## src/rtl/flappy_pkg.sv

```systemverilog
// ---------------------------------------------------------------------------
// | flappy_pkg                                                              |
// | Shared state encoding and screen geometry for the flappy datapath.      |
// | Rev 1.0                                                                 |
// ---------------------------------------------------------------------------
`default_nettype none

package flappy_pkg;

  localparam int COORD_W  = 10;
  localparam int SCREEN_W = 640;
  localparam int SCREEN_H = 480;

  typedef enum logic [2:0] {
    S_IDLE   = 3'b001,
    S_RUN    = 3'b010,
    S_FROZEN = 3'b100
  } state_t;

endpackage

`default_nettype wire

```

## src/rtl/pipe_lfsr.sv

```systemverilog
// ---------------------------------------------------------------------------
// | pipe_lfsr                                                               |
// | Free-running 10-bit Fibonacci LFSR, polynomial x^10 + x^7 + 1.          |
// | Rev 1.0                                                                 |
// ---------------------------------------------------------------------------
`default_nettype none

module pipe_lfsr #(
  parameter logic [9:0] SEED = 10'h2A5
) (
  input  logic       Clk,
  input  logic       reset_n,
  output logic [9:0] o_value
);

  logic [9:0] r_lfsr;

  always_ff @(posedge Clk or negedge reset_n) begin
    if (!reset_n) begin
      r_lfsr <= SEED;
    end else begin
      r_lfsr <= {r_lfsr[8:0], r_lfsr[9] ^ r_lfsr[6]};
    end
  end

  assign o_value = r_lfsr;

endmodule

`default_nettype wire

```

## src/rtl/pipe_scheduler.sv

```systemverilog
// ---------------------------------------------------------------------------
// | pipe_scheduler                                                          |
// | Scrolls a ring of pipe slots, selects the in-scope pipe and keeps score.|
// | Rev 1.0                                                                 |
// ---------------------------------------------------------------------------
`default_nettype none

module pipe_scheduler #(
  parameter int         NUM_PIPES = 3,
  parameter int         PIPE_W    = 60,
  parameter int         GAP_H     = 120,
  parameter int         SPACING   = 240,
  parameter int         SCREEN_W  = 640,
  parameter int         SPEED     = 2,
  parameter int         GAP_MIN   = 80,
  parameter int         GAP_INIT  = 180,
  parameter logic [9:0] LFSR_SEED = 10'h2A5
) (
  input  logic                           Clk,
  input  logic                           reset_n,
  input  logic                           Start,
  input  logic                           Tick,
  input  logic                           Lose,
  input  logic                           Ack,
  input  logic [flappy_pkg::COORD_W-1:0] Bird_X_L,
  output logic [flappy_pkg::COORD_W-1:0] X_Edge_Left,
  output logic [flappy_pkg::COORD_W-1:0] X_Edge_Right,
  output logic [flappy_pkg::COORD_W-1:0] Y_Edge_Top,
  output logic [flappy_pkg::COORD_W-1:0] Y_Edge_Bottom,
  output logic [7:0]                     Score,
  output logic                           Score_Tick,
  output logic                           Q_Idle,
  output logic                           Q_Run,
  output logic                           Q_Frozen
);

  import flappy_pkg::*;

  localparam int          c_hw       = $clog2(NUM_PIPES);
  localparam logic [10:0] c_speed    = 11'(SPEED);
  localparam logic [10:0] c_wrap     = 11'(NUM_PIPES * SPACING - SPEED);
  localparam logic [10:0] c_pipe_w   = 11'(PIPE_W);
  localparam logic [10:0] c_x_max    = 11'd1023;
  localparam logic [9:0]  c_gap_min  = 10'(GAP_MIN);
  localparam logic [9:0]  c_gap_h    = 10'(GAP_H);
  localparam logic [9:0]  c_gap_init = 10'(GAP_INIT);
  localparam logic [c_hw-1:0] c_head_last = c_hw'(NUM_PIPES - 1);

  function automatic logic [10:0] init_xr(input int idx);
    return 11'(SCREEN_W + PIPE_W + idx * SPACING);
  endfunction

  state_t          r_state;
  logic [10:0]     r_xr [NUM_PIPES];
  logic [9:0]      r_gt [NUM_PIPES];
  logic [c_hw-1:0] r_head;
  logic [7:0]      r_score;
  logic            r_score_tick;

  logic [9:0]      w_lfsr;
  logic [9:0]      w_new_gap;
  logic [10:0]     w_head_xr;
  logic [10:0]     w_left_raw;
  logic            w_load_init;
  logic            w_move;
  logic            w_pass;
  logic [c_hw-1:0] w_head_next;
  logic            w_unused;

  pipe_lfsr #(
    .SEED    (LFSR_SEED)
  ) u_lfsr (
    .Clk     (Clk),
    .reset_n (reset_n),
    .o_value (w_lfsr)
  );

  assign w_unused    = &{1'b0, w_lfsr[9:8]};
  assign w_new_gap   = c_gap_min + {2'b00, w_lfsr[7:0]};
  assign w_head_xr   = r_xr[r_head];
  assign w_load_init = (r_state == S_IDLE) || ((r_state == S_FROZEN) && Ack);
  assign w_move      = (r_state == S_RUN) && Tick && !Lose;
  assign w_pass      = (r_state == S_RUN) && !Lose && (w_head_xr < {1'b0, Bird_X_L});
  assign w_head_next = (r_head == c_head_last) ? '0 : r_head + 1'b1;

  // A slot at or below SPEED wraps by a full ring length so spacing stays exact.
  always_ff @(posedge Clk or negedge reset_n) begin
    if (!reset_n) begin
      for (int i = 0; i < NUM_PIPES; i++) begin
        r_xr[i] <= init_xr(i);
        r_gt[i] <= c_gap_init;
      end
    end else if (w_load_init) begin
      for (int i = 0; i < NUM_PIPES; i++) begin
        r_xr[i] <= init_xr(i);
        r_gt[i] <= c_gap_init;
      end
    end else if (w_move) begin
      for (int i = 0; i < NUM_PIPES; i++) begin
        if (r_xr[i] <= c_speed) begin
          r_xr[i] <= r_xr[i] + c_wrap;
          r_gt[i] <= w_new_gap;
        end else begin
          r_xr[i] <= r_xr[i] - c_speed;
        end
      end
    end
  end

  always_ff @(posedge Clk or negedge reset_n) begin
    if (!reset_n) begin
      r_state      <= S_IDLE;
      r_head       <= '0;
      r_score      <= 8'd0;
      r_score_tick <= 1'b0;
    end else begin
      r_score_tick <= 1'b0;
      case (r_state)
        S_IDLE: begin
          r_head <= '0;
          if (Start) begin
            r_state <= S_RUN;
            r_score <= 8'd0;
          end
        end
        S_RUN: begin
          if (Lose) begin
            r_state <= S_FROZEN;
          end else if (w_pass) begin
            r_head       <= w_head_next;
            r_score_tick <= 1'b1;
            if (r_score != 8'hFF) begin
              r_score <= r_score + 8'd1;
            end
          end
        end
        S_FROZEN: begin
          if (Ack) begin
            r_state <= S_IDLE;
            r_head  <= '0;
          end
        end
        default: r_state <= S_IDLE;
      endcase
    end
  end

  assign w_left_raw    = (w_head_xr >= c_pipe_w) ? (w_head_xr - c_pipe_w) : 11'd0;
  assign X_Edge_Right  = (w_head_xr  > c_x_max) ? 10'd1023 : w_head_xr[9:0];
  assign X_Edge_Left   = (w_left_raw > c_x_max) ? 10'd1023 : w_left_raw[9:0];
  assign Y_Edge_Top    = r_gt[r_head];
  assign Y_Edge_Bottom = r_gt[r_head] + c_gap_h;
  assign Score         = r_score;
  assign Score_Tick    = r_score_tick;
  assign Q_Idle        = (r_state == S_IDLE);
  assign Q_Run         = (r_state == S_RUN);
  assign Q_Frozen      = (r_state == S_FROZEN);

endmodule

`default_nettype wire

```

## config.mk

```make
export PLATFORM = sky130hd
export DESIGN_NAME = pipe_scheduler
export DESIGN_NICKNAME = d
export VERILOG_FILES = /design/src/rtl/flappy_pkg.sv /design/src/rtl/pipe_lfsr.sv /design/src/rtl/pipe_scheduler.sv
export SDC_FILE = /design/constraint.sdc
export NUM_CORES = 1
export LEC_CHECK = 0
export ABC_AREA = 1
export CORE_MARGIN = 1
export CORE_UTILIZATION = 39
export CTS_BUF_LIST = sky130_fd_sc_hd__clkbuf_16
export CTS_CLUSTER_DIAMETER = 100
export CTS_CLUSTER_SIZE = 20
export DETAILED_ROUTE_END_ITERATION = 6
export GPL_TIMING_DRIVEN = 0
export PLACE_DENSITY = 0.62
export SLEW_MARGIN = 20
export SYNTH_ARGS = -nofsm -noshare
export SYNTH_HDL_FRONTEND = slang
export SYNTH_SLANG_ARGS = --single-unit
```

## constraint.sdc

```tcl
create_clock -name Clk -period 7.7 [get_ports Clk]
set_clock_uncertainty 0.15 [all_clocks]
set_input_delay 1.925 -clock Clk [delete_from_list [all_inputs] [get_ports Clk]]
set_output_delay 1.925 -clock Clk [all_outputs]
set_load 0.05 [all_outputs]
```

# Word level (Yosys, flattened, before mapping)
# Index checks and enable logic that the tools add are counted.
# word_totals
regBits,87
latchBits,0
ramBits,0
romBits,0
inputBits,16
word_cells,98
n_memories,0
# classes
n_addsub,11
multipliers,0
div,0
magnitude_cmp,8
n_eq_ne,11
shift,0
n_mux,36
bitwise_logic,2
n_reduce_logical,19
# ops
op,n
10-bit 2-to-1 mux,7
11-bit 2-to-1 mux,6
33-bit 2-to-1 mux,2
30-bit 2-to-1 mux,2
11-bit by 10-bit adder with 11-bit output (second input constant),3
11-bit by 2-bit less-or-equal comparator with 1-bit output (second input constant),3
11-bit by 2-bit subtractor with 11-bit output (second input constant),3
8-bit 2-to-1 mux,4
11-bit binary-select mux with 2-bit select,1
11-bit by 10-bit greater-than comparator with 1-bit output (second input constant),2
10-bit binary-select mux with 2-bit select,1
8-bit one-hot mux with 2 select lines,1
11-bit by 6-bit greater-or-equal comparator with 1-bit output (second input constant),1
11-bit by 10-bit less-than comparator with 1-bit output,1
11-bit by 6-bit subtractor with 11-bit output (second input constant),1
10-bit by 7-bit adder with 10-bit output (second input constant),1
2-bit nonzero test,5
7-bit by 8-bit adder with 9-bit output (first input constant),1
3-bit 2-to-1 mux,3
3-bit one-hot mux with 3 select lines,1
8-bit by 1-bit adder with 8-bit output (second input constant),1
2-bit 2-to-1 mux,4
2-bit inequality test (second input constant),4
8-bit inequality test (second input constant),1
19 further kinds,28

# Depth between registers and ports, before layout
# Gate-level depths: netlist (run 1).
# depth
ltp_word,9
ltp_mapped,18
ltp_nobuf,17

# Modules after synthesis
# A second synthesis (run 1) with hierarchy kept.
# unflattened
cells_unflattened,674
hier_area_um2,5230.0
# modules_own_cells
module,n_inst,cells_per_inst,area_per_inst_um2,seq_area_each_um2
pipe_scheduler,1,659,4954.8,1814.2
pipe_lfsr,1,15,275.3,256.5

# Least setup slack after synthesis (run 1)
# OpenSTA, ideal clock, no wires.
# synth_path
path_kind,register to output
start,register r_head[1]
end,output Y_Edge_Bottom[7] in the netlist's numbering
t_arrival_ns,2.855
slack_ns,2.770
stages_incl_launch_ff,8
cell_sequence,dfrtp_1 > inv_2 > nor2_4 > buf_4 > a221oi_2 > ha_1 > nand2_1 > xor2_1
# synth_between
elab_chain_cells,5
# synth_lines
item,line_no,text
from (decl),pipe_scheduler.sv:56,logic [c_hw-1:0] r_head;
from (signal assigned),pipe_scheduler.sv:130,r_head <= w_head_next;
2-bit inverter with 3-bit output (implied by the code),pipe_scheduler.sv:152,assign Y_Edge_Bottom = r_gt[r_head] + c_gap_h;
10-bit binary-select mux with 2-bit select,pipe_scheduler.sv:152,
10-bit 2-to-1 mux (implied by the code) (2 in a row),pipe_scheduler.sv:152,
10-bit by 7-bit adder with 10-bit output,pipe_scheduler.sv:152,
to (decl),pipe_scheduler.sv:29,"output logic [flappy_pkg::COORD_W-1:0] Y_Edge_Bottom,"
# No other way between the ends. The select of a mux whose other input is x is not followed.

# Worst setup path after layout (run 1)
# layout_path
start,register r_head[0]
end,output X_Edge_Left[2] in the netlist's numbering
# layout_between
elab_chain_cells,8
# layout_lines
item,line_no,text
2-bit inverter with 3-bit output (implied by the code) (*),pipe_scheduler.sv:80,assign w_head_xr = r_xr[r_head];
11-bit binary-select mux with 2-bit select (*),pipe_scheduler.sv:80,
11-bit 2-to-1 mux (implied by the code) (*) (2 in a row),pipe_scheduler.sv:80,
11-bit by 6-bit subtractor with 11-bit output / 11-bit by 6-bit greater-or-equal comparator with 1-bit output (equally long branches),pipe_scheduler.sv:148,assign w_left_raw = (w_head_xr >= c_pipe_w) ? (w_head_xr - c_pipe_w) : 11'd0;
11-bit 2-to-1 mux (*),pipe_scheduler.sv:148,
11-bit by 10-bit greater-than comparator with 1-bit output,pipe_scheduler.sv:150,assign X_Edge_Left = (w_left_raw > c_x_max) ? 10'd1023 : w_left_raw[9:0];
10-bit 2-to-1 mux (*),pipe_scheduler.sv:150,
to (decl),pipe_scheduler.sv:26,"output logic [flappy_pkg::COORD_W-1:0] X_Edge_Left,"
# Mark *: on every way between the ends. The rest lies on a longest branch, timed or not. The select of a mux whose other input is x is not followed.

==> impl_results.md, run 1 <==
* Outcome: complete, no violations
* Leak Pwr at 2.87 nW
* Final worst-path cycle share at 0.706
* Global Route Usage Sum at 0.203
* Number of DRC markers in iteration 0 at 268
* Slowest stage delay, CP at 0.83 ns
* Setup CP Type: flip-flop to output port
* Crit-path cells: nor2_4, buf_2, nand2_1, nand3_1, ha_1, nand3_1, nand4_1, nand2_2, a21oi_1, clkdlybuf4s50_1
* Largest net degree at the start of global routing at 57
* Synth unique cells at 46
* Vias in the first global route at 4241
* Dominant synthesized flop cell: dfrtp_1
* # hold bufs at CTS at 0
* CTS tree: done
* Worst VDD drop at 0.000256 V
* Sw Ratio at 0.505
* Die area at 13200 um2
* Hold Violations, Final at 0
* Worst Path Max Fanout at 10
* Register area share after synthesis at 0.418
* Slew margin rel. at 0.578
* Final Max Slew Viols at 0
* Max Cap Violations at 0
* Worst-Margin Slew at 0.632 ns
* Clock Pin Slew Worst Setup and Hold Paths at 0.06 ns
* Synthesized area at 4950 um2
* Number of buffers and inverters on the critical path at 2
* Global-route wire length before repair at 20700 um
* Post-cts resize count at 0
* Worst skew pair latency at 0.34 ns
* Die Width at 115 um
* Initial antenna violation count at 0
* WP data required at 5.62 ns
* Core area at 12200 um2
* RSZ-0062 raised after global routing: no
* Starting density of the core at 0.406
* Achievable frequency at 184 MHz
* Period minus WS final at 5.44 ns
* Clk buf depth at 2
* Type of the most critical hold path: flip-flop to flip-flop
* Post-synthesis net count at 686
* Synth Area per Inst at 7.60 um2
* I/O pin count at 68
* Cells after synthesis at 652
* Top delay family on crit path: buffers and inverters
* # setup viols final at 0
* Cell mode on critical path: nand3_1
* Synth Register Bits at 81
* Height of the die at 115 um
* Worst EP arrival at 3.36 ns
* Yosys warning total at 0
* Routed WL at 12600 um
* CTS root buffer: clkbuf_16
* EDFF count, synth at 0
* Crit-path slowest cell: clkdlybuf4s50_1
* FP Rows at 40
* Flop pwr share at 0.235
* Ratio of cells with drive above 1 in the final layout at 0.148
* GPL Wtd Cong at 0.826
* Critical path endpoint category: output port
* Worst setup SP type: flip-flop
* DP HPWL at 9190 um
* CTS buffer count at 9
* Synth area leader: dfrtp_1
* Via Count at 4540
* Commonest non-fill, non-tap cells in the layout: nand2_1, inv_1, clkdlybuf4s50_1, nor2_1, dfrtp_1
* Ant. Diodes at 0
* Yosys top cell area share at 0.232
* Overflow after GRT at 0
* CTS H-tree lvls at 3
* Routed wire per std cell at 13.9 um
* Most common cell after layout, fill and taps aside: nand2_1
* Post CTS Setup Buffer Count at 0
* Area delta synth->final at 23.9%
* Comb pwr share at 0.594
* DRC at 0
* Final nets at 764
* Final core occ at 0.503
* Post-route ant nets at 0
* Port bufs at 66
* Ys async rst share at 1.00
* Clock Sink Count at 81
* DR vias/cell at 5.03
* Int Power at 1.22 mW
* Area contributors post-synth: dfrtp_1, dfstp_2, nand2_1
* Setup TNS Final at 0 ns
* Clock group share of total power at 0.170
* Pwr Density at 403 nW/um2
* Net Switching at 1.25 mW
* Pre-antenna DRT Iters at 5
-- per-stage QoR --
step           power, mW  instance area [um2]  cells  setup WS [ns]  hold slack (ns)
2_1_floorplan       1.61                 4950    652           2.77            0.183
3_3_place_gp        2.04                 5820    886           1.63            0.188
3_5_place_dp        2.06                 5850    887           2.61            0.198
5_1_grt             2.62                 6140    903           2.04            0.240
6_report            2.47                 6140    903           2.26            0.221
4_1_cts             2.49                 6140    903           2.22            0.227
-- worst register-to-register path, stage by stage, from the launching register on --
cell,delay [ns]
dfrtp_1,0.46
nor2_4,0.22
buf_2,0.29
nand2_1,0.17
nand3_2,0.17
ha_1,0.27
a21oi_1,0.15
nand2_1,0.06
nand2_1,0.06
nand2_1,0.09
nand2_1,0.07
nand2_1,0.05
nand2_1,0.05
nand2_1,0.08
nand2_2,0.11
buf_4,0.18
nand3_1,0.08
nand2_1,0.08
-- synthesized netlist by cell type (3+ instances only) --
cell and number:
inv_2 13, nand2_1 182, o31ai_1 3, nand4_1 14, xnor2_1 5, dfstp_2 35, o211ai_1 3, nand3_1 30
nor2_2 4, dfrtp_1 46, inv_1 73, nand3_2 3, nor3_1 12, a21oi_1 25, buf_4 8, o21ai_1 44
nor2_4 4, nor2_1 55, o21ai_0 13, a22oi_1 11, or2_2 3, buf_2 8, xor2_1 7, nand2_2 6
ha_1 18
-- logic make-up after synthesis --
| family | count (synthesis) | synth area share |
|---|---|---|
| fa+ha+maj | 18 | 0.0455 |
| simple gates | 324 | 0.294 |
| compound gates | 112 | 0.134 |
| xor+xnor | 12 | 0.0212 |
| other cells | 1 | 0.000757 |
| flops | 81 | 0.418 |
| buf+inv | 104 | 0.0869 |
-- power groups by stage --
stage | registers (mW) | clock network, mW | logic, mW
2_1_floorplan | 0.584 | 0 | 1.03
3_3_place_gp | 0.585 | 0 | 1.45
3_5_place_dp | 0.588 | 0 | 1.47
4_1_cts | 0.581 | 0.430 | 1.48
5_1_grt | 0.589 | 0.447 | 1.58
6_report | 0.582 | 0.421 | 1.47
-- per-layer routing --
metal | share of wire | track usage | vias up
met5 | 0 | 0 | -
met2 | 0.47 | 0.327 | 113
met1 | 0.48 | 0.277 | 2133
met4 | 0.013 | 0.0771 | 0
li1 | - | - | 2279
met3 | 0.041 | 0.0259 | 15
-- flip-flops by register name, indices dropped and copies added, names as in the netlist --
name / flops
r_head: 2
Score: 8
r_state: 3
r_gt: 27
Score_Tick: 1
u_lfsr.o_value: 10
r_xr: 30
-- layout make-up --
type | count | area, um2
Fill cell | 1201 | 6070
Multi-Input combinational cell | 467 | 2450
Sequential cell | 81 | 2070
Timing Repair Buffer | 67 | 686
Inverter | 86 | 323
Clock buffer | 9 | 225
Tap cell | 168 | 210
Buffer | 18 | 108
Clock inverter | 7 | 63.8
-- worst paths after layout --
kind,slack (ns),end,startpoint,cells after the start
max in group asynchronous,5.40,r_xr[31],reset_n,2
worst min register to register,0.22,u_lfsr.o_value[9],u_lfsr.o_value[8],0
worst min-delay path,0.22,u_lfsr.o_value[9],u_lfsr.o_value[8],0
worst max register to register,4.84,Score[7],r_head[0],17
min in group asynchronous,1.35,r_xr[15],reset_n,1
worst max-delay path,2.26,X_Edge_Left[2],r_head[0],10
(Power assumes the default switching activity.)
==> run 2: changes to the inputs <==
==> constraint.sdc (replaced) <==
create_clock -name Clk -period 5.15 [get_ports Clk]
set_clock_uncertainty 0.15 [all_clocks]
set_input_delay 1.2875 -clock Clk [delete_from_list [all_inputs] [get_ports Clk]]
set_output_delay 1.2875 -clock Clk [all_outputs]
set_load 0.05 [all_outputs]
==> results of run 2 <==
The final DEF is identical to that of run 1. Status: complete, no violations.
Main changes from that run: setup slack after placement 2.61 ns -> 0.695 ns; setup slack after layout 2.26 ns -> 0.350 ns; register-to-register setup slack 4.84 ns -> 2.29 ns; total power 2.47 mW -> 3.69 mW; worst IR drop on VDD 0.000256 V -> 0.000383 V
==> run 3: changes to the inputs <==
--- a/config.mk
+++ b/config.mk
@@ -7,13 +7,14 @@
 export LEC_CHECK = 0
 export ABC_AREA = 1
 export CORE_MARGIN = 1
-export CORE_UTILIZATION = 39
+export CORE_UTILIZATION = 56
 export CTS_BUF_LIST = sky130_fd_sc_hd__clkbuf_16
 export CTS_CLUSTER_DIAMETER = 100
 export CTS_CLUSTER_SIZE = 20
 export DETAILED_ROUTE_END_ITERATION = 6
 export GPL_TIMING_DRIVEN = 0
-export PLACE_DENSITY = 0.62
+export PLACE_DENSITY = 0.83
+export SETUP_SLACK_MARGIN = 0.5
 export SLEW_MARGIN = 20
 export SYNTH_ARGS = -nofsm -noshare
 export SYNTH_HDL_FRONTEND = slang
==> run 3 against run 2 <==
Compared with the run above: non-clock buffer count did not move; worst setup slack improved by 0.27 ns; die area fell by 30%; sequential power rose by 0.7%; combinational power barely moved; first-iteration DRC count rose by 29%; clock power rose by 7.9%; critical path depth fell by 3; global-route usage rose by 9.6 points; maximum frequency rose by 5.9%.
==> impl_results.md, run 3 (synthesized netlist as in run 1, its figures left out) <==
* CTS tree: done (unchanged)
* Final core occ at 0.720 (was 0.503)
* Clk buf depth at 2 (unchanged)
* Number of buffers and inverters on the critical path at 3 (was 2)
* WP data required at 3.71 ns (about the same)
* Overflow after GRT at 0 (unchanged)
* Worst setup SP type: flip-flop (unchanged)
* FP Rows at 33 (was 40)
* Starting density of the core at 0.591 (was 0.406)
* Area delta synth->final at 21.8% (was 23.9%)
* Filler cells at 643 (was 1201)
* Worst skew pair latency at 0.34 ns (about the same)
* Period minus WS final at 4.53 ns (was 4.80 ns)
* Setup CP Type: flip-flop to output port (unchanged)
* Worst Path Max Fanout at 10 (unchanged)
* Outcome: complete, no violations (unchanged)
* Worst-Margin Slew at 0.579 ns (was 0.632 ns)
* Height of the die at 96.0 um (was 115 um)
* Ant. Diodes at 0 (unchanged)
* Most common cell after layout, fill and taps aside: nand2_1 (unchanged)
* Post-route ant nets at 0 (unchanged)
* DRC at 0 (unchanged)
* Routed wire per std cell at 15.5 um (was 13.9 um)
* WHS at 0.206 ns (was 0.221 ns)
* Commonest non-fill, non-tap cells in the layout: nand2_1, inv_1, nor2_1, clkdlybuf4s50_1, dfrtp_1 (was nand2_1, inv_1, clkdlybuf4s50_1, nor2_1, dfrtp_1)
* Cell count along the critical path at 7 (was 10)
* Critical path endpoint category: output port (unchanged)
* Final worst-path cycle share at 0.880 (was 0.932)
* Final Max Slew Viols at 0 (unchanged)
* Initial antenna violation count at 0 (unchanged)
* Crit-path cells: inv_2, nor2_4, buf_4, a221oi_2, ha_1, xor2_1, clkdlybuf4s50_1 (was nor2_4, buf_2, nand2_1, nand3_1, ha_1, nand3_1, nand4_1, nand2_2, a21oi_1, clkdlybuf4s50_1)
* Hold Violations, Final at 0 (unchanged)
* # setup viols final at 0 (unchanged)
* Slowest stage delay, CP at 0.87 ns (was 0.83 ns)
* Number of DRC markers in iteration 0 at 347 (was 268)
* Setup TNS Final at 0 ns (unchanged)
* Via Count at 4823 (was 4540)
* Slew margin rel. at 0.614 (was 0.578)
* Max Cap Violations at 0 (unchanged)
* Global Route Usage Sum at 0.299 (was 0.203)
* Number of flip-flops in the largest register at 30 (unchanged)
* Highest routed metal layer: met4 (unchanged)
* Largest net degree at the start of global routing at 49 (was 57)
* Vias in the first global route at 4531 (was 4241)
* Leak Pwr at 2.90 nW (was 2.87 nW)
* Worst VDD drop at 0.000316 V (was 0.000383 V)
* Routed WL at 13000 um (was 12600 um)
* DR vias/cell at 5.74 (was 5.03)
* Type of the most critical hold path: flip-flop to flip-flop (unchanged)
* Ratio of cells with drive above 1 in the final layout at 0.163 (was 0.148)
* Port bufs at 66 (unchanged)
* Crit-path slowest cell: clkdlybuf4s50_1 (unchanged)
* Clock Sink Count at 81 (unchanged)
* Met1 Wirelength at 5370 um (was 6030 um)
* # hold bufs at CTS at 0 (unchanged)
* Achievable frequency at 221 MHz (was 208 MHz)
* RSZ-0062 raised after global routing: no (unchanged)
* Worst EP arrival at 3.09 ns (was 3.36 ns)
* CTS H-tree lvls at 3 (unchanged)
* Metal2 WL at 6520 um (was 5880 um)
* Pwr Density at 616 nW/um2 (was 602 nW/um2)
* Top delay family on crit path: buffers and inverters (unchanged)
* Place WS at 0.715 ns (was 0.695 ns)
* Clock Pin Slew Worst Setup and Hold Paths at 0.07 ns (was 0.06 ns)
* Hold Path Depth at 0 (unchanged)
* CTS buffer count at 9 (unchanged)
* Worst R2R Path Depth at 17 (unchanged)
* Global-route wire length before repair at 20900 um (was 20700 um)
* GPL Wtd Cong at 0.896 (was 0.826)
* Slack of the critical path at 0.619 ns (was 0.350 ns)
* Post CTS Setup Buffer Count at 0 (unchanged)
* CTS root buffer: clkbuf_16 (unchanged)
* Largest Register: r_xr (unchanged)
* Die area at 9220 um2 (was 13200 um2)
* Die Width at 96.0 um (was 115 um)
* WL met3 at 811 um (was 519 um)
* Core area at 8380 um2 (was 12200 um2)
* I/O pin count at 68 (unchanged)
* Pre-antenna DRT Iters at 5 (unchanged)
* DP HPWL at 9070 um (was 9190 um)
* Final nets at 764 (unchanged)
-- run 3: changes by cell type in the layout (fill, tap and decap cells not counted) --
cell             delta
clkinv_2            +2
inv_6               +1
clkinvlp_4          -3
bufinv_16           +1
clkinv_1            -1
clkdlybuf4s50_1    -10
clkbuf_2           +10
-- run 3: stage by stage --
stage / power (mW) / area, um2 / cells
2_1_floorplan: 2.41 / 4950 / 652
3_3_place_gp: 3.01 / 5740 / 823
3_5_place_dp: 3.07 / 5770 / 824
4_1_cts: 3.72 / 6070 / 840
5_1_grt: 3.92 / 6030 / 840
6_report: 3.71 / 6030 / 840
-- run 3: where the power goes --
| group | internal (mW) | switching (mW) | leakage (nW) |
|---|---|---|---|
| clock network | 0.421 | 0.258 | 0.162 |
| registers | 0.792 | 0.0837 | 1.00 |
| logic | 0.603 | 1.56 | 1.74 |
| total | 1.82 | 1.90 | 2.90 |
-- run 3: path summary, 6_finish.rpt --
check	start	endpoint	slack, ns
setup / recovery	r_head[1]	Y_Edge_Bottom[5]	0.62
hold / removal	u_lfsr.o_value[8]	u_lfsr.o_value[9]	0.21
setup reg to reg	r_head[1]	Score[6]	2.26
hold reg to reg	u_lfsr.o_value[8]	u_lfsr.o_value[9]	0.21
max in group asynchronous	reset_n	r_state[0]	3.47
min in group asynchronous	reset_n	r_xr[17]	0.74
-- run 3: routing by layer --
metal | up-vias | global-route usage
met5 | - | 0
met4 | 0 | 0.131
met3 | 30 | 0.0529
met2 | 182 | 0.522
met1 | 2329 | 0.359
li1 | 2282 | -
-- run 3: cell type report --
| cell class | instances | area, um2 | area share |
|---|---|---|---|
| repair buffers | 67 | 636 | 0.105 |
| plain buffers | 18 | 108 | 0.0178 |
| clock buffers | 9 | 225 | 0.0373 |
| multi-input cells | 467 | 2450 | 0.406 |
| inverters | 86 | 323 | 0.0535 |
| well taps | 105 | 131 | 0.0218 |
| flip-flops and latches | 81 | 2070 | 0.343 |
| clock inverters | 7 | 86.3 | 0.0143 |
-- run 3: what timing repair did --
action                                  in CTS  in global routing
hold endpoints to repair                     0                  0
gates resized for setup                     10                 20
endpoints found under the setup margin      10                 10
-- run 3: worst reg2reg max path, stage by stage, from the launching register on --
cell	delay [ns]
dfrtp_1	0.48
nor2_4	0.23
buf_2	0.31
nand2_1	0.16
nand3_2	0.17
ha_1	0.27
a21oi_1	0.15
nand2_1	0.07
nand2_1	0.06
nand2_1	0.07
nand2_1	0.07
nand2_1	0.05
nand2_1	0.05
nand2_1	0.07
nand2_2	0.11
buf_4	0.18
nand3_1	0.08
nand2_1	0.09
